File: src/rtl/scratch_pkg.sv
// Shared definitions for the scratch RAM / hardware stack block.
package scratch_pkg;

  localparam int DEF_DATA_WIDTH = 10;
  localparam int DEF_ADDR_WIDTH = 8;

  typedef enum logic [2:0] {
    CMD_NONE,
    CMD_LOAD,
    CMD_PUSH,
    CMD_POP,
    CMD_WRITE
  } sp_cmd_e;

endpackage

File: src/rtl/scratch_stack_ram_if.sv
// Command/data bundle between the datapath and the scratch stack RAM.
interface scratch_stack_ram_if #(
  parameter int DATA_WIDTH = 10,
  parameter int ADDR_WIDTH = 8
);
  logic [DATA_WIDTH-1:0] DATA_IN;
  logic [ADDR_WIDTH-1:0] SCR_ADDR;
  logic                  SCR_WE;
  logic                  PUSH;
  logic                  POP;
  logic                  SP_LD;
  logic [ADDR_WIDTH-1:0] SP_IN;
  logic [DATA_WIDTH-1:0] DATA_OUT;
  logic [ADDR_WIDTH-1:0] SP_OUT;
  logic [ADDR_WIDTH:0]   COUNT;
  logic                  FULL;
  logic                  EMPTY;
  logic                  OVF;
  logic                  UNF;

  modport master (
    output DATA_IN, SCR_ADDR, SCR_WE, PUSH, POP, SP_LD, SP_IN,
    input  DATA_OUT, SP_OUT, COUNT, FULL, EMPTY, OVF, UNF
  );

  modport slave (
    input  DATA_IN, SCR_ADDR, SCR_WE, PUSH, POP, SP_LD, SP_IN,
    output DATA_OUT, SP_OUT, COUNT, FULL, EMPTY, OVF, UNF
  );
endinterface

File: src/rtl/scratch_ram_core.sv
// Single-port storage array: registered write, combinational or registered read.
module scratch_ram_core #(
  parameter int DATA_WIDTH = 10,
  parameter int ADDR_WIDTH = 8,
  parameter int SYNC_READ  = 0
) (
  input  logic                  clk,
  input  logic                  rst,
  input  logic                  we_i,
  input  logic [ADDR_WIDTH-1:0] waddr_i,
  input  logic [DATA_WIDTH-1:0] wdata_i,
  input  logic [ADDR_WIDTH-1:0] raddr_i,
  output logic [DATA_WIDTH-1:0] rdata_o
);

  localparam int DEPTH = 2 ** ADDR_WIDTH;

  // Contents are zero at configuration and deliberately survive reset.
  logic [DATA_WIDTH-1:0] mem_q [DEPTH] = '{default: '0};

  always_ff @(posedge clk) begin
    if (we_i && !rst) begin
      mem_q[waddr_i] <= wdata_i;
    end
  end

  if (SYNC_READ != 0) begin : g_sync_read
    logic [DATA_WIDTH-1:0] rdata_q;

    always_ff @(posedge clk or posedge rst) begin
      if (rst) begin
        rdata_q <= '0;
      end else begin
        rdata_q <= mem_q[raddr_i];
      end
    end

    assign rdata_o = rdata_q;
  end else begin : g_comb_read
    assign rdata_o = mem_q[raddr_i];
  end

endmodule

File: src/rtl/scratch_stack_ram.sv
// Scratch RAM with hardware stack pointer: command decode, SP/COUNT and sticky flags.
module scratch_stack_ram
  import scratch_pkg::*;
#(
  parameter int DATA_WIDTH = DEF_DATA_WIDTH,
  parameter int ADDR_WIDTH = DEF_ADDR_WIDTH,
  parameter int SYNC_READ  = 0
) (
  input  logic              clk,
  input  logic              RST,
  scratch_stack_ram_if.slave bus
);

  localparam int DEPTH = 2 ** ADDR_WIDTH;
  localparam logic [ADDR_WIDTH:0] COUNT_FULL = (ADDR_WIDTH+1)'(DEPTH);

  sp_cmd_e               cmd;
  logic [ADDR_WIDTH-1:0] sp_q, sp_d;
  logic [ADDR_WIDTH:0]   count_q, count_d;
  logic                  ovf_q, ovf_d;
  logic                  unf_q, unf_d;
  logic                  full, empty;
  logic [ADDR_WIDTH-1:0] sp_dec, sp_inc, sp_neg;
  logic                  ram_we;
  logic [ADDR_WIDTH-1:0] ram_waddr, ram_raddr;

  assign full   = (count_q == COUNT_FULL);
  assign empty  = (count_q == '0);
  assign sp_dec = sp_q - ADDR_WIDTH'(1);
  assign sp_inc = sp_q + ADDR_WIDTH'(1);
  assign sp_neg = ADDR_WIDTH'(0) - bus.SP_IN;

  // Simultaneous PUSH and POP cancel each other and fall through to SCR_WE.
  always_comb begin
    cmd = CMD_NONE;
    if (bus.SP_LD) begin
      cmd = CMD_LOAD;
    end else if (bus.PUSH && !bus.POP) begin
      cmd = CMD_PUSH;
    end else if (bus.POP && !bus.PUSH) begin
      cmd = CMD_POP;
    end else if (bus.SCR_WE) begin
      cmd = CMD_WRITE;
    end
  end

  always_comb begin
    sp_d      = sp_q;
    count_d   = count_q;
    ovf_d     = ovf_q;
    unf_d     = unf_q;
    ram_we    = 1'b0;
    ram_waddr = bus.SCR_ADDR;
    case (cmd)
      CMD_LOAD: begin
        sp_d    = bus.SP_IN;
        count_d = {1'b0, sp_neg};
      end
      CMD_PUSH: begin
        if (full) begin
          ovf_d = 1'b1;
        end else begin
          ram_we    = 1'b1;
          ram_waddr = sp_dec;
          sp_d      = sp_dec;
          count_d   = count_q + (ADDR_WIDTH+1)'(1);
        end
      end
      CMD_POP: begin
        if (empty) begin
          unf_d = 1'b1;
        end else begin
          sp_d    = sp_inc;
          count_d = count_q - (ADDR_WIDTH+1)'(1);
        end
      end
      CMD_WRITE: ram_we = 1'b1;
      default: ;
    endcase
  end

  always_ff @(posedge clk or posedge RST) begin
    if (RST) begin
      sp_q    <= '0;
      count_q <= '0;
      ovf_q   <= 1'b0;
      unf_q   <= 1'b0;
    end else begin
      sp_q    <= sp_d;
      count_q <= count_d;
      ovf_q   <= ovf_d;
      unf_q   <= unf_d;
    end
  end

  assign ram_raddr = bus.POP ? sp_q : bus.SCR_ADDR;

  scratch_ram_core #(
    .DATA_WIDTH (DATA_WIDTH),
    .ADDR_WIDTH (ADDR_WIDTH),
    .SYNC_READ  (SYNC_READ)
  ) u_core (
    .clk     (clk),
    .rst     (RST),
    .we_i    (ram_we),
    .waddr_i (ram_waddr),
    .wdata_i (bus.DATA_IN),
    .raddr_i (ram_raddr),
    .rdata_o (bus.DATA_OUT)
  );

  assign bus.SP_OUT = sp_q;
  assign bus.COUNT  = count_q;
  assign bus.FULL   = full;
  assign bus.EMPTY  = empty;
  assign bus.OVF    = ovf_q;
  assign bus.UNF    = unf_q;

endmodule

File: src/flat_wrapper.sv
// flat-port wrapper written by rule: the top's interface ports become plain ports
module scratch_stack_ram_flat import scratch_pkg::*;
#(
  parameter int DATA_WIDTH = DEF_DATA_WIDTH,
  parameter int ADDR_WIDTH = DEF_ADDR_WIDTH,
  parameter int SYNC_READ  = 0
)
  (clk, RST, bus_DATA_IN, bus_SCR_ADDR, bus_SCR_WE, bus_PUSH, bus_POP, bus_SP_LD, bus_SP_IN, bus_DATA_OUT, bus_SP_OUT, bus_COUNT, bus_FULL, bus_EMPTY, bus_OVF, bus_UNF);
  scratch_stack_ram_if #(.DATA_WIDTH(DATA_WIDTH), .ADDR_WIDTH(ADDR_WIDTH)) bus_i ();
  input  logic clk;
  input  logic RST;
  input wire logic [$bits(bus_i.DATA_IN)-1:0] bus_DATA_IN;
  input wire logic [$bits(bus_i.SCR_ADDR)-1:0] bus_SCR_ADDR;
  input wire logic [$bits(bus_i.SCR_WE)-1:0] bus_SCR_WE;
  input wire logic [$bits(bus_i.PUSH)-1:0] bus_PUSH;
  input wire logic [$bits(bus_i.POP)-1:0] bus_POP;
  input wire logic [$bits(bus_i.SP_LD)-1:0] bus_SP_LD;
  input wire logic [$bits(bus_i.SP_IN)-1:0] bus_SP_IN;
  output wire logic [$bits(bus_i.DATA_OUT)-1:0] bus_DATA_OUT;
  output wire logic [$bits(bus_i.SP_OUT)-1:0] bus_SP_OUT;
  output wire logic [$bits(bus_i.COUNT)-1:0] bus_COUNT;
  output wire logic [$bits(bus_i.FULL)-1:0] bus_FULL;
  output wire logic [$bits(bus_i.EMPTY)-1:0] bus_EMPTY;
  output wire logic [$bits(bus_i.OVF)-1:0] bus_OVF;
  output wire logic [$bits(bus_i.UNF)-1:0] bus_UNF;
  assign bus_i.DATA_IN = bus_DATA_IN;
  assign bus_i.SCR_ADDR = bus_SCR_ADDR;
  assign bus_i.SCR_WE = bus_SCR_WE;
  assign bus_i.PUSH = bus_PUSH;
  assign bus_i.POP = bus_POP;
  assign bus_i.SP_LD = bus_SP_LD;
  assign bus_i.SP_IN = bus_SP_IN;
  assign bus_DATA_OUT = bus_i.DATA_OUT;
  assign bus_SP_OUT = bus_i.SP_OUT;
  assign bus_COUNT = bus_i.COUNT;
  assign bus_FULL = bus_i.FULL;
  assign bus_EMPTY = bus_i.EMPTY;
  assign bus_OVF = bus_i.OVF;
  assign bus_UNF = bus_i.UNF;
  scratch_stack_ram #(.DATA_WIDTH(DATA_WIDTH), .ADDR_WIDTH(ADDR_WIDTH), .SYNC_READ(SYNC_READ)) u_core (.clk(clk), .RST(RST), .bus(bus_i));
endmodule
File: config.mk
export PLATFORM = sky130hd
export DESIGN_NAME = scratch_stack_ram_flat
export DESIGN_NICKNAME = d
export VERILOG_FILES = /design/src/rtl/scratch_pkg.sv /design/src/rtl/scratch_stack_ram_if.sv /design/src/rtl/scratch_ram_core.sv /design/src/rtl/scratch_stack_ram.sv /design/src/flat_wrapper.sv
export SDC_FILE = /design/constraint.sdc
export NUM_CORES = 2
export LEC_CHECK = 0
export BUFFER_PORTS_ARGS = -buffer_cell sky130_fd_sc_hd__buf_2
export CORE_MARGIN = 3
export CORE_UTILIZATION = 55
export DETAILED_ROUTE_END_ITERATION = 8
export HOLD_SLACK_MARGIN = 0.06
export PLACE_DENSITY_LB_ADDON = 0.1
export SYNTH_ARGS = -nofsm -noshare
export SYNTH_HDL_FRONTEND = slang
export SYNTH_HIERARCHICAL = 1
export SYNTH_SLANG_ARGS = --single-unit
File: constraint.sdc
create_clock -name clk -period 6.8 [get_ports clk]
set_input_delay 0.34 -clock clk [delete_from_list [all_inputs] [get_ports clk]]
set_output_delay 0.34 -clock clk [all_outputs]
set_load 0.01 [all_outputs]
==> metrics.cfg <==
[status]
outcome=finished, final reports clean

[layout]
regArea_um2=77350
drive_gt1_share_pct=21.96
area_growth_pct=11.92
final_common_cell=edfxtp_1
fin_nets=5119
final_area_um2=112600
layout_common_cells=2560 x edfxtp_1, 531 x mux4_2, 314 x nor2_1
multiInputGateArea_um2=21570
utilization_pct=62.12
fillers=12520

[routing]
drt.antenna.violating_nets=0
wirelength_um=261400
num_vias=50690
drc=0
dr.pass1.iters=8
routed_via_density=6.622
drtIter0Drc=6598
wire_per_inst_um=34.15

[timing]
max_freq_ghz=0.1599
whs_ps=164.2
finClkSkew_ps=43.84
setup_viol=0
rsz0062_at_grt=false
min_period_over_period_pct=91.95
hold_violations=0
slew_viol_final=0
finalSetupTns_ps=0
min_period_ps=6253
relSlewSlack_pct=17.79
worstMarginPinSlew_ps=1230

[die]
start_util_pct=55.50
die-area_um2=188200
placeableCoreArea_um2=181300
die_y_um=433.8
rows=156
ioPinCount=63
die_w_um=433.8

[synth]
synth_area_um2=100600
syn_inst=4868
synthMuxAreaShare_pct=14.27
synth-warning-count=6
synth_top_family_by_area=multiplexers
ys_ff_latch=2579
synth_edf_count=2560
synth-simple-area-share_pct=2.547
synthArstFlopShare_pct=0.7367
synthDistinctLibCells=77
synth-xor-area-share_pct=0.1131
syn_area_per_cell_um2=20.67
synthAdderAreaFrac_pct=0.07459
synth_ff_type=edfxtp_1
seq_area_frac_synth_pct=76.86
synth_compound_area_share_pct=4.287
synth_fp_nets=4906

[worst_setup_path]
path_class=reg2out
worstSetupStartpointType=flop
crit_path_end_kind=output pin
critPathRequiredTime_ps=6460
cp_max_fo=28
cp_data_arrival_time_ps=5910

[global_routing]
grt_pass1_vias=49940
grtUsageTotal_pct=28.03
grt_pass1_wl_um=371800
antenna_found_initial=11
overflow=0
grt_max_degree=177

[pwr]
power_per_cell_area_nw_per_um2=320.3
ir_drop_mv=0.1880
power_uw=36080
p_leak_uw=0.03534

[clock_network]
clk_latency_ps=920
ctsRootBufferMaster=clkbuf_16
cts_max_level=5
cts_setup_buffers=0
path_clk_slew_ps=60
cts_tree=done
numClockSinks=2579
cts_buffers=280
cts.path.max_buffers=4

[place]
hpwl_um=155800
post_dp_cell_area_um2=103700
io_buffer_count=62
routabilityCongestion=0.8817

[job]
cap_viol_max_count=0

[min_path]
hold_class=in2async

## cell type report
class                           instances  share of cell area (%)
Multi-Input combinational cell       1977                   19.15
Clock buffer                          339                   6.549
Tap cell                             2370                   2.633
Antenna cell                            6                 0.01333
Clock inverter                        140                   1.126
Inverter                               11                 0.03666
Timing Repair Buffer                  232                   1.822
Sequential cell                      2579                   68.67
## worst paths after layout
check | slack [ps] | endpoint | from | depth (start not counted)
min in group clk | 170 | u_core/bus.OVF | bus_SCR_WE | 4
worst min register to register | 470 | u_core/bus.UNF | u_core/bus.UNF | 1
max in group asynchronous | 6100 | u_core/bus.OVF | RST | 3
worst min-delay path | 160 | u_core/bus.UNF | RST | 3
worst max-delay path | 550 | bus_DATA_OUT[8] | u_core/bus.SP_OUT[2] | 9
worst max register to register | 1820 | u_core/u_core/mem_q[51][9] | u_core/bus.COUNT[1] | 7
## cell usage after synthesis (9+ instances only)
cell      count  share of area, %
buf_4        30              0.22
nand3_1      38              0.19
nand4_1      13             0.081
xnor2_1       9             0.078
inv_1         9             0.034
mux2i_1     218               2.2
o21ai_1      11             0.055
o21ai_0      49              0.24
clkbuf_1    133              0.50
o221ai_1     40              0.35
nor2_1      318               1.2
a22oi_1     176               1.3
buf_2        72              0.36
a221oi_1     26              0.23
a211oi_1     17              0.13
nor4_1       21              0.13
edfxtp_1   2560                76
nor2b_1      20              0.12
nand2_1      86              0.32
buf_1        12             0.045
a21oi_1     120              0.60
mux4_2      531                12
nand2b_1     10             0.062
dfrtp_1      19              0.47
nor3_1       27              0.13
buf_6        39              0.44
o22ai_1      64              0.40
a22o_1       26              0.23
mux2_2       19              0.21
## what timing repair did
action	CTS	global route
hold buffers	25	0
endpoints found under the hold margin	721	0
resized for setup	0	0
## layer usage
| layer | vias up | share of wire [%] | global-route usage, % |
|---|---|---|---|
| li1 | 20820 | - | - |
| met1 | 26780 | 40 | 40.33 |
| met2 | 2653 | 46 | 42.12 |
| met3 | 418 | 11 | 7.699 |
| met4 | 10 | 3.4 | 9.169 |
| met5 | - | 0.027 | 0 |
## kinds of logic (layout without fill, tap and decap cells)
| family | count (synthesis) | after routing |
|---|---|---|
| flip-flops | 2579 | 2579 |
| multiplexers | 769 | 769 |
| AO/OA/AOI/OAI | 615 | 615 |
| AND/OR/NAND/NOR | 574 | 574 |
| buffers and inverters | 312 | 722 |
| XOR/XNOR | 13 | 13 |
| adder cells (fa/ha/maj) | 6 | 6 |
| other | 0 | 6 |
## state kept, by name, indices dropped and copies added (netlist names)
name	flops
u_core/bus.SP_OUT	8
u_core/bus.UNF	1
u_core/bus.OVF	1
u_core/bus.COUNT	9
u_core/u_core/mem_q	2560
## worst max-delay path: stages (launching register included)
cell and delay (ps):
dfrtp_1 510, mux2_4 500, buf_4 480, nor2b_4 940
buf_4 490, a22oi_1 200, a21oi_1 470, nor4_1 220
nor3_1 800, buf_2 270
## power breakdown
group          leakage, µW  internal [µW]  switching [µW]
clock              0.00424           8620            5890
combinational      0.00787           1470            2560
sequential          0.0232          17500            42.6
total               0.0353          27600            8490
## through the flow
step | instances | worst slack [ps]
floorplan | 4868 | 3230
global placement | 7142 | 1331
detailed placement | 7144 | 1299
CTS | 7648 | 412.5
global route | 7649 | 433.1
finish | 7654 | 547.3
Power figures use the tool's default switching activity.
